File: config.mk
export PLATFORM = sky130hd
export DESIGN_NAME = falling_letter_ctrl
export DESIGN_NICKNAME = d
export VERILOG_FILES = /design/src/rtl/falling_letter_ctrl.sv
export SDC_FILE = /design/constraint.sdc
export NUM_CORES = 1
export LEC_CHECK = 0
export CORE_AREA = 2 2 342 344
export CTS_CLUSTER_SIZE = 40
export DETAILED_ROUTE_END_ITERATION = 10
export DIE_AREA = 0 0 344 346
export PLACE_DENSITY = 0.52
export SLEW_MARGIN = 40
export SYNTH_ARGS = -nofsm -noshare
export SYNTH_HDL_FRONTEND = slang
export SYNTH_SLANG_ARGS = --single-unit
File: constraint.sdc
create_clock -name clk -period 10.3 [get_ports clk]
set_clock_uncertainty 0.2 [all_clocks]
set_input_delay 2.06 -clock clk [delete_from_list [all_inputs] [get_ports clk]]
set_output_delay 2.06 -clock clk [all_outputs]
set_load 0.03 [all_outputs]
File: src/rtl/falling_letter_ctrl.sv
`default_nettype none
// +----------------------------------------------------------------------------------------------+
// | falling_letter_ctrl : falling-letter game state (spawn, fall, key match, score and lives).      |
// | Optional macro SPEEDUP_EN: every 8th hit halves the fall divider, up to three times.           |
// | Revision: 1.0                                                                                  |
// +----------------------------------------------------------------------------------------------+
module falling_letter_ctrl #(
    parameter int SLOTS       = 4,
    parameter int Y_TOP       = 0,
    parameter int Y_BOTTOM    = 464,
    parameter int FALL_DIV    = 833333,
    parameter int SPAWN_TICKS = 40,
    parameter int GEN_LAT     = 3,
    parameter int LIVES       = 5
) (
    input  logic                 clk,
    input  logic                 clrn,
    input  logic                 run,
    output logic                 gen_req,
    input  logic [9:0]           gen_x,
    input  logic [7:0]           gen_asc,
    input  logic [143:0]         gen_font,
    input  logic                 key_valid,
    input  logic [7:0]           key_asc,
    output logic [SLOTS-1:0]     slot_valid,
    output logic [SLOTS*10-1:0]  slot_x,
    output logic [SLOTS*10-1:0]  slot_y,
    output logic [SLOTS*8-1:0]   slot_asc,
    output logic [SLOTS*144-1:0] slot_font,
    output logic [9:0]           score,
    output logic [2:0]           lives,
    output logic                 hit,
    output logic                 wrong_key,
    output logic                 game_over
);
    localparam int DIV_W = (FALL_DIV > 1) ? $clog2(FALL_DIV) : 1;
    localparam int SPN_W = (SPAWN_TICKS > 1) ? $clog2(SPAWN_TICKS) : 1;
    localparam int LAT_W = (GEN_LAT > 1) ? $clog2(GEN_LAT) : 1;
    localparam int IDX_W = (SLOTS > 1) ? $clog2(SLOTS) : 1;

    typedef enum logic [0:0] {ST_IDLE = 1'b0, ST_REQ = 1'b1} state_t;

    state_t           state_q, state_d;
    logic [LAT_W-1:0] req_cnt_q, req_cnt_d;
    logic [DIV_W-1:0] div_q, div_d, div_last;
    logic [SPN_W-1:0] spawn_q, spawn_d;
    logic [SLOTS-1:0] valid_q, valid_d;
    logic [9:0]       x_q    [SLOTS];
    logic [9:0]       x_d    [SLOTS];
    logic [9:0]       y_q    [SLOTS];
    logic [9:0]       y_d    [SLOTS];
    logic [7:0]       asc_q  [SLOTS];
    logic [7:0]       asc_d  [SLOTS];
    logic [143:0]     font_q [SLOTS];
    logic [143:0]     font_d [SLOTS];
    logic [9:0]       score_q, score_d;
    logic [2:0]       lives_q, lives_d;
    logic             hit_q, hit_d, wrong_q, wrong_d, over_q, over_d;

    logic             active, tick, attempt, key_hit, free_found;
    logic [IDX_W-1:0] win_idx, free_idx;
    logic [9:0]       best_y, y_inc;
    logic [3:0]       drops;

`ifdef SPEEDUP_EN
    logic [1:0] n_q, n_d;
    logic [2:0] hcnt_q, hcnt_d;

    always_comb begin
        if ((FALL_DIV >> n_q) > 1) div_last = DIV_W'((FALL_DIV >> n_q) - 1);
        else                       div_last = '0;
    end

    always_ff @(posedge clk or negedge clrn) begin
        if (!clrn) begin
            n_q    <= 2'd0;
            hcnt_q <= 3'd0;
        end else begin
            n_q    <= n_d;
            hcnt_q <= hcnt_d;
        end
    end
`else
    assign div_last = DIV_W'(FALL_DIV - 1);
`endif

    assign active = run && !over_q;

    always_comb begin
        state_d    = state_q;
        req_cnt_d  = req_cnt_q;
        div_d      = div_q;
        spawn_d    = spawn_q;
        valid_d    = valid_q;
        x_d        = x_q;
        y_d        = y_q;
        asc_d      = asc_q;
        font_d     = font_q;
        score_d    = score_q;
        lives_d    = lives_q;
        hit_d      = 1'b0;
        wrong_d    = 1'b0;
        over_d     = over_q;
        tick       = 1'b0;
        attempt    = 1'b0;
        key_hit    = 1'b0;
        free_found = 1'b0;
        win_idx    = '0;
        free_idx   = '0;
        best_y     = '0;
        y_inc      = '0;
        drops      = '0;
`ifdef SPEEDUP_EN
        n_d        = n_q;
        hcnt_d     = hcnt_q;
`endif

        if (active) begin
            if (div_q >= div_last) begin
                div_d = '0;
                tick  = 1'b1;
            end else begin
                div_d = div_q + 1'b1;
            end
        end

        // Deepest matching letter wins; strict '>' keeps the lowest index on a tie.
        if (active && key_valid) begin
            for (int i = 0; i < SLOTS; i++) begin
                if (valid_q[i] && asc_q[i] == key_asc && (!key_hit || y_q[i] > best_y)) begin
                    key_hit = 1'b1;
                    win_idx = IDX_W'(i);
                    best_y  = y_q[i];
                end
            end
            if (key_hit) begin
                valid_d[win_idx] = 1'b0;
                hit_d            = 1'b1;
                if (score_q != 10'h3FF) score_d = score_q + 10'd1;
`ifdef SPEEDUP_EN
                hcnt_d = hcnt_q + 3'd1;
                if (hcnt_q == 3'd7 && n_q != 2'd3) begin
                    n_d   = n_q + 2'd1;
                    div_d = '0;
                end
`endif
            end else begin
                wrong_d = 1'b1;
            end
        end

        if (tick) begin
            for (int i = 0; i < SLOTS; i++) begin
                if (valid_q[i] && !(key_hit && win_idx == IDX_W'(i))) begin
                    y_inc  = y_q[i] + 10'd1;
                    y_d[i] = y_inc;
                    if (y_inc >= 10'(Y_BOTTOM)) begin
                        valid_d[i] = 1'b0;
                        drops      = drops + 4'd1;
                    end
                end
            end
            if (spawn_q == SPN_W'(SPAWN_TICKS - 1)) begin
                spawn_d = '0;
                attempt = 1'b1;
            end else begin
                spawn_d = spawn_q + 1'b1;
            end
        end

        if ({1'b0, lives_q} > drops) lives_d = lives_q - drops[2:0];
        else                         lives_d = 3'd0;
        if (lives_d == 3'd0) over_d = 1'b1;

        // Only slots already empty this cycle are eligible, so a same-cycle clear is never reused.
        for (int i = SLOTS - 1; i >= 0; i--) begin
            if (!valid_q[i]) begin
                free_found = 1'b1;
                free_idx   = IDX_W'(i);
            end
        end

        case (state_q)
            ST_IDLE: begin
                if (attempt && free_found) begin
                    state_d   = ST_REQ;
                    req_cnt_d = '0;
                end
            end
            ST_REQ: begin
                if (!active) begin
                    state_d = ST_IDLE;
                end else if (req_cnt_q == LAT_W'(GEN_LAT - 1)) begin
                    state_d = ST_IDLE;
                    if (gen_asc >= 8'h61 && gen_asc <= 8'h7a && free_found) begin
                        valid_d[free_idx] = 1'b1;
                        x_d[free_idx]     = gen_x;
                        y_d[free_idx]     = 10'(Y_TOP);
                        asc_d[free_idx]   = gen_asc;
                        font_d[free_idx]  = gen_font;
                    end
                end else begin
                    req_cnt_d = req_cnt_q + 1'b1;
                end
            end
            default: state_d = ST_IDLE;
        endcase
    end

    always_ff @(posedge clk or negedge clrn) begin
        if (!clrn) begin
            state_q   <= ST_IDLE;
            req_cnt_q <= '0;
            div_q     <= '0;
            spawn_q   <= '0;
            valid_q   <= '0;
            for (int i = 0; i < SLOTS; i++) begin
                x_q[i]    <= '0;
                y_q[i]    <= '0;
                asc_q[i]  <= '0;
                font_q[i] <= '0;
            end
            score_q   <= '0;
            lives_q   <= 3'(LIVES);
            hit_q     <= 1'b0;
            wrong_q   <= 1'b0;
            over_q    <= 1'b0;
        end else begin
            state_q   <= state_d;
            req_cnt_q <= req_cnt_d;
            div_q     <= div_d;
            spawn_q   <= spawn_d;
            valid_q   <= valid_d;
            x_q       <= x_d;
            y_q       <= y_d;
            asc_q     <= asc_d;
            font_q    <= font_d;
            score_q   <= score_d;
            lives_q   <= lives_d;
            hit_q     <= hit_d;
            wrong_q   <= wrong_d;
            over_q    <= over_d;
        end
    end

    generate
        for (genvar g = 0; g < SLOTS; g++) begin : g_slot
            assign slot_x[g*10 +: 10]     = x_q[g];
            assign slot_y[g*10 +: 10]     = y_q[g];
            assign slot_asc[g*8 +: 8]     = asc_q[g];
            assign slot_font[g*144 +: 144] = font_q[g];
        end
    endgenerate

    assign gen_req    = (state_q == ST_REQ);
    assign slot_valid = valid_q;
    assign score      = score_q;
    assign lives      = lives_q;
    assign hit        = hit_q;
    assign wrong_key  = wrong_q;
    assign game_over  = over_q;

endmodule
`default_nettype wire

# [Yosys cells after proc, flatten, opt, wreduce, memory -nomap -nowiden]
# Index checks and enable logic that the tools add are counted.
[totals] reg_bits=737 inputBits=174 output_inout_bits=709
[classes] n_addsub=12 magnitude_cmp=17 eq_ne=13 mux=96 n_bitwise=7 n_reduce_logical=39
[op_table] cell="bitwise mux 576 bit" n=1
[op_table] cell="demux 144 bit (select 2 bit)" n=1
[op_table] cell="2-to-1 mux 40 bit" n=5
[op_table] cell="2-to-1 mux 144 bit" n=1
[op_table] cell="2-to-1 mux 10 bit" n=11
[op_table] cell="2-to-1 mux 4 bit" n=17
[op_table] cell="adder 10 x 1 -> 10 bit, second input constant" n=5
[op_table] cell="bitwise AND 40 bit" n=1
[op_table] cell="bitwise mux 40 bit" n=1
[op_table] cell=">= comparator 10 x 9 -> 1 bit, second input constant" n=4
[op_table] cell="NOT 40 bit" n=1
[op_table] cell="2-to-1 mux 1 bit" n=37
[op_table] cell="bitwise mux 32 bit" n=1
[op_table] cell="== test 8 bit" n=4
[op_table] cell="greater-than comparator 10 bit" n=3
[op_table] cell="logical AND 1 bit" n=23
[op_table] cell="2-to-1 mux 2 bit" n=11
[op_table] cell="adder 20 x 1 -> 20 bit, second input constant" n=1
[op_table] cell="demux 10 bit (select 2 bit)" n=1
[op_table] cell=">= comparator 20 bit, second input constant" n=1
[op_table] cell="2-to-1 mux 20 bit" n=1
[op_table] cell="demux 8 bit (select 2 bit)" n=1
[op_table] cell="adder 4 x 1 -> 4 bit, second input constant" n=3
[op_table] cell="inequality test 10 bit, second input constant" n=1
[op_table] cell="other kinds (32)" n=48

# [Depth between registers and ports, before layout]
# Gate-level depths: netlist of run 1.
[depth] depth_word=41 mapped_depth=46 mapped_depth_nobuf=42

# [Worst setup path after synthesis of run 1]
# OpenSTA, ideal clock, no wires.
[synth_timing] path_kind="in2reg" start="input port key_asc[1]" end="register over_q, in the netlist game_over" t_arrival_ns=11.489 required_time_ns=9.974 setup_slack_ns=-1.516 path_stages=44 n_path_buf=4 cell_sequence="buf_6 > xnor2_1 > nand3_1 > nor3_2 > clkbuf_1 > nand2_1 > ha_1 > a21o_1 > a21o_1 > a2111oi_1 > o21a_1 > nand2b_1 > buf_2 > mux2_2 > ha_1 > a21o_1 > a21o_1 > a2111oi_4 > [... 8 more ...] > nor3_4 > o31ai_2 > nor2_1 > ha_1 > o311ai_1 > o31ai_4 > ha_1 > nand2_1 > o21ai_0 > ha_1 > o21ai_0 > a31oi_1 > fa_1 > inv_1 > a21oi_1 > a31oi_1 > o41ai_4 > a311o_1"
[synth_via] elab_chain_cells=41 word_cells_on_any_way=74 cone_classes="4 x add/sub; 4 x order compare; 7 x eq/ne; 32 x mux; 27 x reduce/logical"
[synth_rtl] element="start, declared" line_no="24" source="input logic [7:0] key_asc,"
[synth_rtl] element="== test 8 bit" line_no="130" source="if (valid_q[i] && asc_q[i] == key_asc && (!key_hit || y_q[i] > best_y)) begin"
[synth_rtl] element="logical AND 1 bit" line_no="130"
[synth_rtl] element="2-to-1 mux 10 bit or 2-to-1 mux 1 bit (tied branches)" line_no="130"
[synth_rtl] element="2-to-1 mux 10 bit or 2-to-1 mux 1 bit (tied branches)" line_no="128" source="if (active && key_valid) begin"
[synth_rtl] element="greater-than comparator 10 bit or zero test 1 bit (tied branches)" line_no="130"
[synth_rtl] element="logical OR 1 bit" line_no="130"
[synth_rtl] element="logical AND 1 bit" line_no="130"
[synth_rtl] element="2-to-1 mux 10 bit or 2-to-1 mux 1 bit (tied branches)" line_no="130"
[synth_rtl] element="[... 25 more ...]"
[synth_rtl] element="2-to-1 mux 4 bit" line_no="152" source="if (tick) begin"
[synth_rtl] element="adder 4 x 1 -> 4 bit" line_no="159" source="drops = drops + 4'd1;"
[synth_rtl] element="2-to-1 mux 4 bit" line_no="157" source="if (y_inc >= 10'(Y_BOTTOM)) begin"
[synth_rtl] element="2-to-1 mux 4 bit *" line_no="154" source="if (valid_q[i] && !(key_hit && win_idx == IDX_W'(i))) begin"
[synth_rtl] element="2-to-1 mux 4 bit *" line_no="152"
[synth_rtl] element="greater-than comparator 3 x 4 -> 1 bit or subtractor 3 bit (tied branches)" line_no="171" source="if ({1'b0, lives_q} > drops) lives_d = lives_q - drops[2:0];"
[synth_rtl] element="2-to-1 mux 3 bit *" line_no="171"
[synth_rtl] element="zero test 3 bit *" line_no="173" source="if (lives_d == 3'd0) over_d = 1'b1;"
[synth_rtl] element="end signal, assigned" line_no="242" source="over_q <= over_d;"
[synth_rtl] element="end, declared" line_no="58" source="logic hit_q, hit_d, wrong_q, wrong_d, over_q, over_d;"
# Mark *: on every way between the ends. The rest lies on a longest branch, timed or not. The select of a mux whose other input is x is not followed.
# A chain may end at the register's enable or synchronous reset.

# [Worst setup path after layout of run 1]
[layout_timing] start="input port key_asc[7]" end="register over_q, in the netlist game_over"
# Same word-level chain as after synthesis.

==> results of run 1 <==
==> registers in the layout, summed over array words and instances (netlist names), 2 cells and up <==
register,cells
slot_font,576
slot_x,40
slot_y,40
slot_asc,32
div_q,20
score,10
spawn_q,6
slot_valid,4
lives,3
req_cnt_q,2
==> kinds of logic after synthesis <==
kind of cell / share of synthesized area
simple gates: 0.05606
compound gates: 0.03103
flops: 0.6050
buf+inv: 0.01834
xor+xnor: 0.02807
fa+ha+maj: 0.02077
mux: 0.2407
==> layout make-up <==
cell class / instances / area, um^2 / area share
Antenna cell: 5 / 12.51 / 0.0002774
Clock buffer: 127 / 2560 / 0.05675
Clock inverter: 34 / 369.1 / 0.008183
Inverter: 30 / 112.6 / 0.002496
Multi-Input combinational cell: 1268 / 11920 / 0.2643
Sequential cell: 737 / 18450 / 0.4089
Tap cell: 1524 / 1907 / 0.04227
Timing Repair Buffer: 979 / 9779 / 0.2168
==> power groups by stage <==
| stage | logic [mW] | clock network, mW | registers [mW] |
|---|---|---|---|
| final | 0.209 | 3.13 | 2.92 |
| after global routing | 0.234 | 3.34 | 2.92 |
| after CTS | 0.215 | 3.23 | 2.92 |
| after detailed placement | 0.214 | 0 | 2.97 |
| after global placement | 0.211 | 0 | 2.97 |
| after floorplan | 0.0293 | 0 | 2.97 |
==> through the flow <==
| stage | power, mW | setup TNS [ns] | cell area [um^2] | utilization |
|---|---|---|---|---|
| floorplan | 2.998 | -0.1352 | 30720 | - |
| global placement | 3.181 | -2.143 | 41690 | 0.3612 |
| finish | 6.253 | 0 | 45110 | 0.3908 |
| global route | 6.490 | -0.2113 | 45100 | 0.3908 |
| detailed placement | 3.183 | -3.097 | 41780 | 0.3620 |
| CTS | 6.365 | 0 | 44740 | 0.3876 |
==> layout by cell type, fill, tap and decap left out, drive strengths merged, types with 10 or more instances in the layout <==
| cell | instances |
|---|---|
| buf | 97 |
| inv | 34 |
| o21ai | 32 |
| clkinv | 25 |
| nor2 | 78 |
| a21oi | 19 |
| clkbuf | 134 |
| nand2b | 10 |
| ha | 49 |
| xnor2 | 58 |
| dfrtp | 735 |
| nand3 | 53 |
| nand2 | 80 |
| nand4 | 28 |
| clkdlybuf4s50 | 872 |
| nor3 | 28 |
| mux2 | 650 |
| and3 | 16 |
| xor2 | 38 |
==> critical path, delay by kind of cell <==
| kind | cells | cell delay, ns |
|---|---|---|
| and+or+nand+nor | 11 | 1.30 |
| AOI/OAI and AO/OA | 20 | 3.65 |
| muxes | 1 | 0.31 |
| adders and majority gates | 7 | 2.08 |
| xor gates and xnor gates | 1 | 0.18 |
| buffers and inverters | 6 | 0.82 |
==> metal layers <==
layer,up-vias,share of wire
met5,-,0.00060
met4,10,0.036
met3,170,0.078
met2,645,0.50
met1,11020,0.38
li1,9569,-
==> repair_timing <==
action                                 CTS  global route
buffers inserted                         0            10
pin swaps                                0            24
setup endpoints to repair                4             4
endpoints found under the hold margin    0             0
resized for setup                        5            51
gates cloned                             1             3
==> worst max path at each step <==
stage,start,to,slack (ns)
2_1_floorplan,key_asc[1],game_over,-0.14
3_3_place_gp,key_asc[0],game_over,-0.61
3_5_place_dp,key_asc[0],game_over,-0.84
4_1_cts,key_asc[3],game_over,0.06
5_1_grt,key_asc[4],game_over,-0.11
6_report,key_asc[7],game_over,0.21
==> out/metrics.yaml, run 1 <==
setup_path:
  rrSetupSlack_ns: 1.16
  crit_type: "in -> reg"
  worstPathArrival_ns: 10.41
  critPathCaptureType: "register"
  r2r_start: "slot_asc[7]"
  cpMostUsedCell: "ha_1"
  cp-start-kind: "primary input"
  cpPeakStageDelay_ns: 0.45
  rr_worst_depth: 45
  crit_slowest_cell: "a2111oi_4"
  cp.required_ns: 10.62
  reg2reg_to: "game_over"
  cp_max_fo: 6
sta:
  holdWs_ns: 0.2802
  relSlewSlack: 0.01597
  layout_min_cycle_time_ns: 10.09
  fin_ws_ns: 0.2071
  hold_viol_final: 0
  setup_viol: 0
  fmax_mhz: 99.08
  rsz0062_at_grt: "true"
  slew_viol_final: 0
  worstMarginPinSlew_ns: 1.465
  min_period_over_period: 0.9799
flow_run:
  drv_cap: 1
synth:
  synth_top_area_share: 0.6033
  yosys.cell_types.count: 76
  synthCells: 2126
  ys_seq_area_frac: 0.6050
  synth_nets: 2350
  syn_avg_cell_area_um2: 14.34
  synth_ff_type: "dfrtp_1"
  synth.most_common_cell: "dfrtp_1"
  synth_edf_count: 0
  ys_seq_elements: 737
  synth_area_um2: 30490
  ys_top_cells_by_area: "dfrtp_1, mux2_2, ha_1, xnor2_1, mux2_1"
  async_flop_share: 1.000
  synth_warnings: 0
  synth_common_cells: "dfrtp_1, mux2_2, nor2_1, nand2_1, buf_2"
  synth_top_cell_by_area: "dfrtp_1"
pwr:
  combPwrFrac: 0.033
  p_leak_nw: 20.84
  switching_share: 0.2341
  max-vdd-ir-drop_mv: 0.1329
  pwr-share-seq: 0.467
  clkPwrFrac: 0.500
  power.density_nw_per_um2: 138.6
  p_switching_mw: 1.464
  p_int_mw: 4.789
clock_network:
  htreeDepth: 3
  clock_sinks: 737
  clk_latency_ns: 0.67
  cts_buffers: 89
  cts_buffer_depth: 3
  clkSlewWorstSetupHoldPaths_ns: 0.06
  ctsHoldBuffers: 0
  root_buffer: "clkbuf_16"
  cts_tree: "yes"
place:
  dpl.cell_count: 4521
  portBuffers: 882
  gp_congestion: 0.8415
  dp_slack_ns: -0.8384
  hpwl_um: 81800
cells_and_area:
  drive_gt1_frac: 0.2998
  n_fill_cell: 11100
  nets: 3329
  instances_no_fill: 4704
  syn2layout_area_growth_pct: 47.95
routing:
  drt-initial-drc-count: 1043
  firstDrtPassIters: 6
  wire_per_inst_um: 23.73
  num_vias: 21420
  drc: 0
  ant_nets: 0
  totalWireLength_um: 111600
  viasPerCell: 4.553
global_routing:
  grt_pass1_wl_um: 160600
  grt_pass1_vias: 22150
  grtUsageTotal: 0.1833
  gr-usage-met1: 0.2120
  antenna_found_initial: 12
  use_met3: 0.06170
  grt_overflow: 0
  grt_use_met2: 0.3124
  busiest_layer: "met2"
  grt_max_degree: 145
floorplanning:
  boundaryPins: 883
  start_util: 0.2641
  fp.coreArea_um2: 115400
  die_area_um2: 119000
  rows: 125
  fp.dieH_um: 346
  chipWidth_um: 344
min_path:
  hp-start: "req_cnt_q[1]"
  hold_depth: 1
  hold_end: "req_cnt_q[1]"
  hold_class: "reg -> reg"
outcome:
  status: "finished, violations left"
  violations: "max-capacitance violations"
(Power assumes the default switching activity.)
==> run 2, diff against run 1 <==
CTS_CLUSTER_SIZE = 25   (was 40)
PLACE_DENSITY = unset   (was 0.52)
clock period = 11.06 ns   (was 10.3 ns; I/O delays follow)
==> out/metrics.yaml, run 2 (synthesized netlist as in run 1, its figures left out) <==
setup_path:
  reg2reg_to: "game_over"
  rr_worst_depth: 43  # -4.4%
  worstPathArrival_ns: 10.86  # +0.45 ns
  crit_type: "in -> reg"
  cpPeakStageDelay_ns: 0.53  # +0.08 ns
  r2r_start: "slot_asc[6]"
  cp-start-kind: "primary input"
  cp-endpoint: "game_over"
  worstSetupStartpoint: "key_asc[2]"
  crit_slowest_cell: "clkdlybuf4s50_1"
  rrSetupSlack_ns: 2.03  # +0.87 ns
  critPathCaptureType: "register"
  cp_max_fo: 10  # +4
  cp.required_ns: 11.37  # +0.75 ns
  cpMostUsedCell: "ha_1"
place:
  gp_congestion: 0.8488  # +0.87%
  hpwl_um: 78030  # -4.6%
  portBuffers: 882  # unchanged
  dpl.cell_count: 4524  # +0.066%
cells_and_area:
  n_fill_cell: 11070  # -0.21%
  nets: 3321  # -0.24%
  layout_commonest_cell: "clkdlybuf4s50_1"
  largest_reg_flops: 576  # unchanged
  syn2layout_area_growth_pct: 46.90
  layout_common_cells: "clkdlybuf4s50_1, dfrtp_1, mux2_2"
  drive_gt1_frac: 0.2861  # -0.01377
  instances_no_fill: 4695  # -0.19%
pwr:
  power_mw: 5.849  # -6.5%
  p_leak_nw: 20.69  # -0.75%
  power.density_nw_per_um2: 130.6  # -5.8%
  max-vdd-ir-drop_mv: 0.1126  # -15%
routing:
  drt-initial-drc-count: 957  # -8.2%
  num_vias: 21370  # -0.23%
  viasPerCell: 4.551  # about the same
  ant_nets: 0  # unchanged
  drc: 0  # unchanged
  firstDrtPassIters: 4  # -2
  totalWireLength_um: 106300  # -4.7%
  wire_per_inst_um: 22.65  # -4.6%
floorplanning:
  die_area_um2: 119000  # unchanged
  fp.coreArea_um2: 115400  # unchanged
  fp.dieH_um: 346  # unchanged
  chipWidth_um: 344  # unchanged
  start_util: 0.2641  # unchanged
  rows: 125  # unchanged
  boundaryPins: 883  # unchanged
sta:
  worstMarginPinSlew_ns: 1.045  # -0.4193 ns
  tns_ns: 0  # unchanged
  min_period_over_period: 0.9539
  hold_viol_final: 0  # unchanged
  slew_viol_final: 0  # unchanged
  fmax_mhz: 94.79
  relSlewSlack: 0.2977  # +0.2817
  layout_min_cycle_time_ns: 10.55
  setup_viol: 0  # unchanged
clock_network:
  htreeDepth: 3  # unchanged
  cts_tree: "yes"
  cts_buffers: 88  # -1.1%
  root_buffer: "clkbuf_16"
  ctsHoldBuffers: 0  # unchanged
  clock_sinks: 737  # unchanged
  clk_latency_ns: 0.66  # about the same
  cts_buffer_depth: 3  # unchanged
  clkSlewWorstSetupHoldPaths_ns: 0.05  # about the same
global_routing:
  grt_max_degree: 135  # -6.9%
  antenna_found_initial: 8  # -4
  grt_pass1_wl_um: 155000  # -3.5%
  grt_pass1_vias: 22170  # +0.090%
  grt_overflow: 0  # unchanged
  grtUsageTotal: 0.1746  # -0.008613
flow_run:
  drv_cap: 0  # -1
min_path:
  hold_depth: 1  # unchanged
  hold_class: "reg -> reg"
outcome:
  status: "finished, final reports clean"
==> run 2: worst min path at each step <==
stage,startpoint,to,slack [ns]
finish,slot_font[431],slot_font[431],0.28
global route,slot_font[362],slot_font[362],0.30
CTS,slot_font[395],slot_font[395],0.29
detailed placement,slot_font[395],slot_font[395],0.27
global placement,req_cnt_q[1],req_cnt_q[1],0.26
floorplan,spawn_q[5],spawn_q[5],0.24
==> run 2: timing repair <==
| item | 4_1_cts | 5_1_grt |
|---|---|---|
| resized for setup | 0 | 23 |
| setup buffers | 0 | 3 |
| setup endpoints to repair | 0 | 4 |
| hold endpoints to repair | 0 | 0 |
==> run 2: final cells by class <==
cell class | instances | area [um^2] | share of cell area
Sequential cell | 737 | 18450 | 0.4118
Multi-Input combinational cell | 1267 | 11680 | 0.2609
Timing Repair Buffer | 973 | 9674 | 0.2160
Clock buffer | 120 | 2452 | 0.05476
Tap cell | 1524 | 1907 | 0.04258
Clock inverter | 40 | 501.7 | 0.01120
Inverter | 30 | 112.6 | 0.002514
Antenna cell | 4 | 10.01 | 0.0002235
==> run 2: metrics by stage <==
| step | hold slack, ns | util | instance area (um^2) | setup slack, ns |
|---|---|---|---|---|
| 2_1_floorplan | 0.2429 | - | 30560 | 0.003907 |
| 3_3_place_gp | 0.2639 | 0.3599 | 41540 | -0.2902 |
| 3_5_place_dp | 0.2737 | 0.3606 | 41620 | -0.4995 |
| 4_1_cts | 0.2881 | 0.3861 | 44570 | 0.1810 |
| 5_1_grt | 0.3005 | 0.3880 | 44780 | -0.003158 |
| 6_report | 0.2825 | 0.3880 | 44790 | 0.5099 |
==> run 2: routing by layer <==
| metal | GRT usage | routed length [um] | share of wire | up-vias |
|---|---|---|---|---|
| li1 | - | - | - | 9538 |
| met1 | 0.2064 | 41940 | 0.39 | 11020 |
| met2 | 0.2969 | 52550 | 0.49 | 657 |
| met3 | 0.06225 | 8932 | 0.084 | 153 |
| met4 | 0.04916 | 2904 | 0.027 | 2 |
| met5 | 0 | 13 | 0.00012 | - |
==> run 2: report_power, final <==
group          switching (mW)  internal, mW  total [mW]
sequential             0.0108          2.71        2.72
clock                    1.22          1.71        2.94
combinational           0.118        0.0765       0.195
total                    1.35          4.50        5.85
==> run 2: critical path, delay by kind of cell <==
family / cells / cell delay (ns)
multiplexers: 1 / 0.36
AO/OA/AOI/OAI: 19 / 3.55
adder cells (fa/ha/maj): 7 / 2.23
AND/OR/NAND/NOR: 10 / 1.16
buffers and inverters: 6 / 1.19
XOR/XNOR: 1 / 0.14
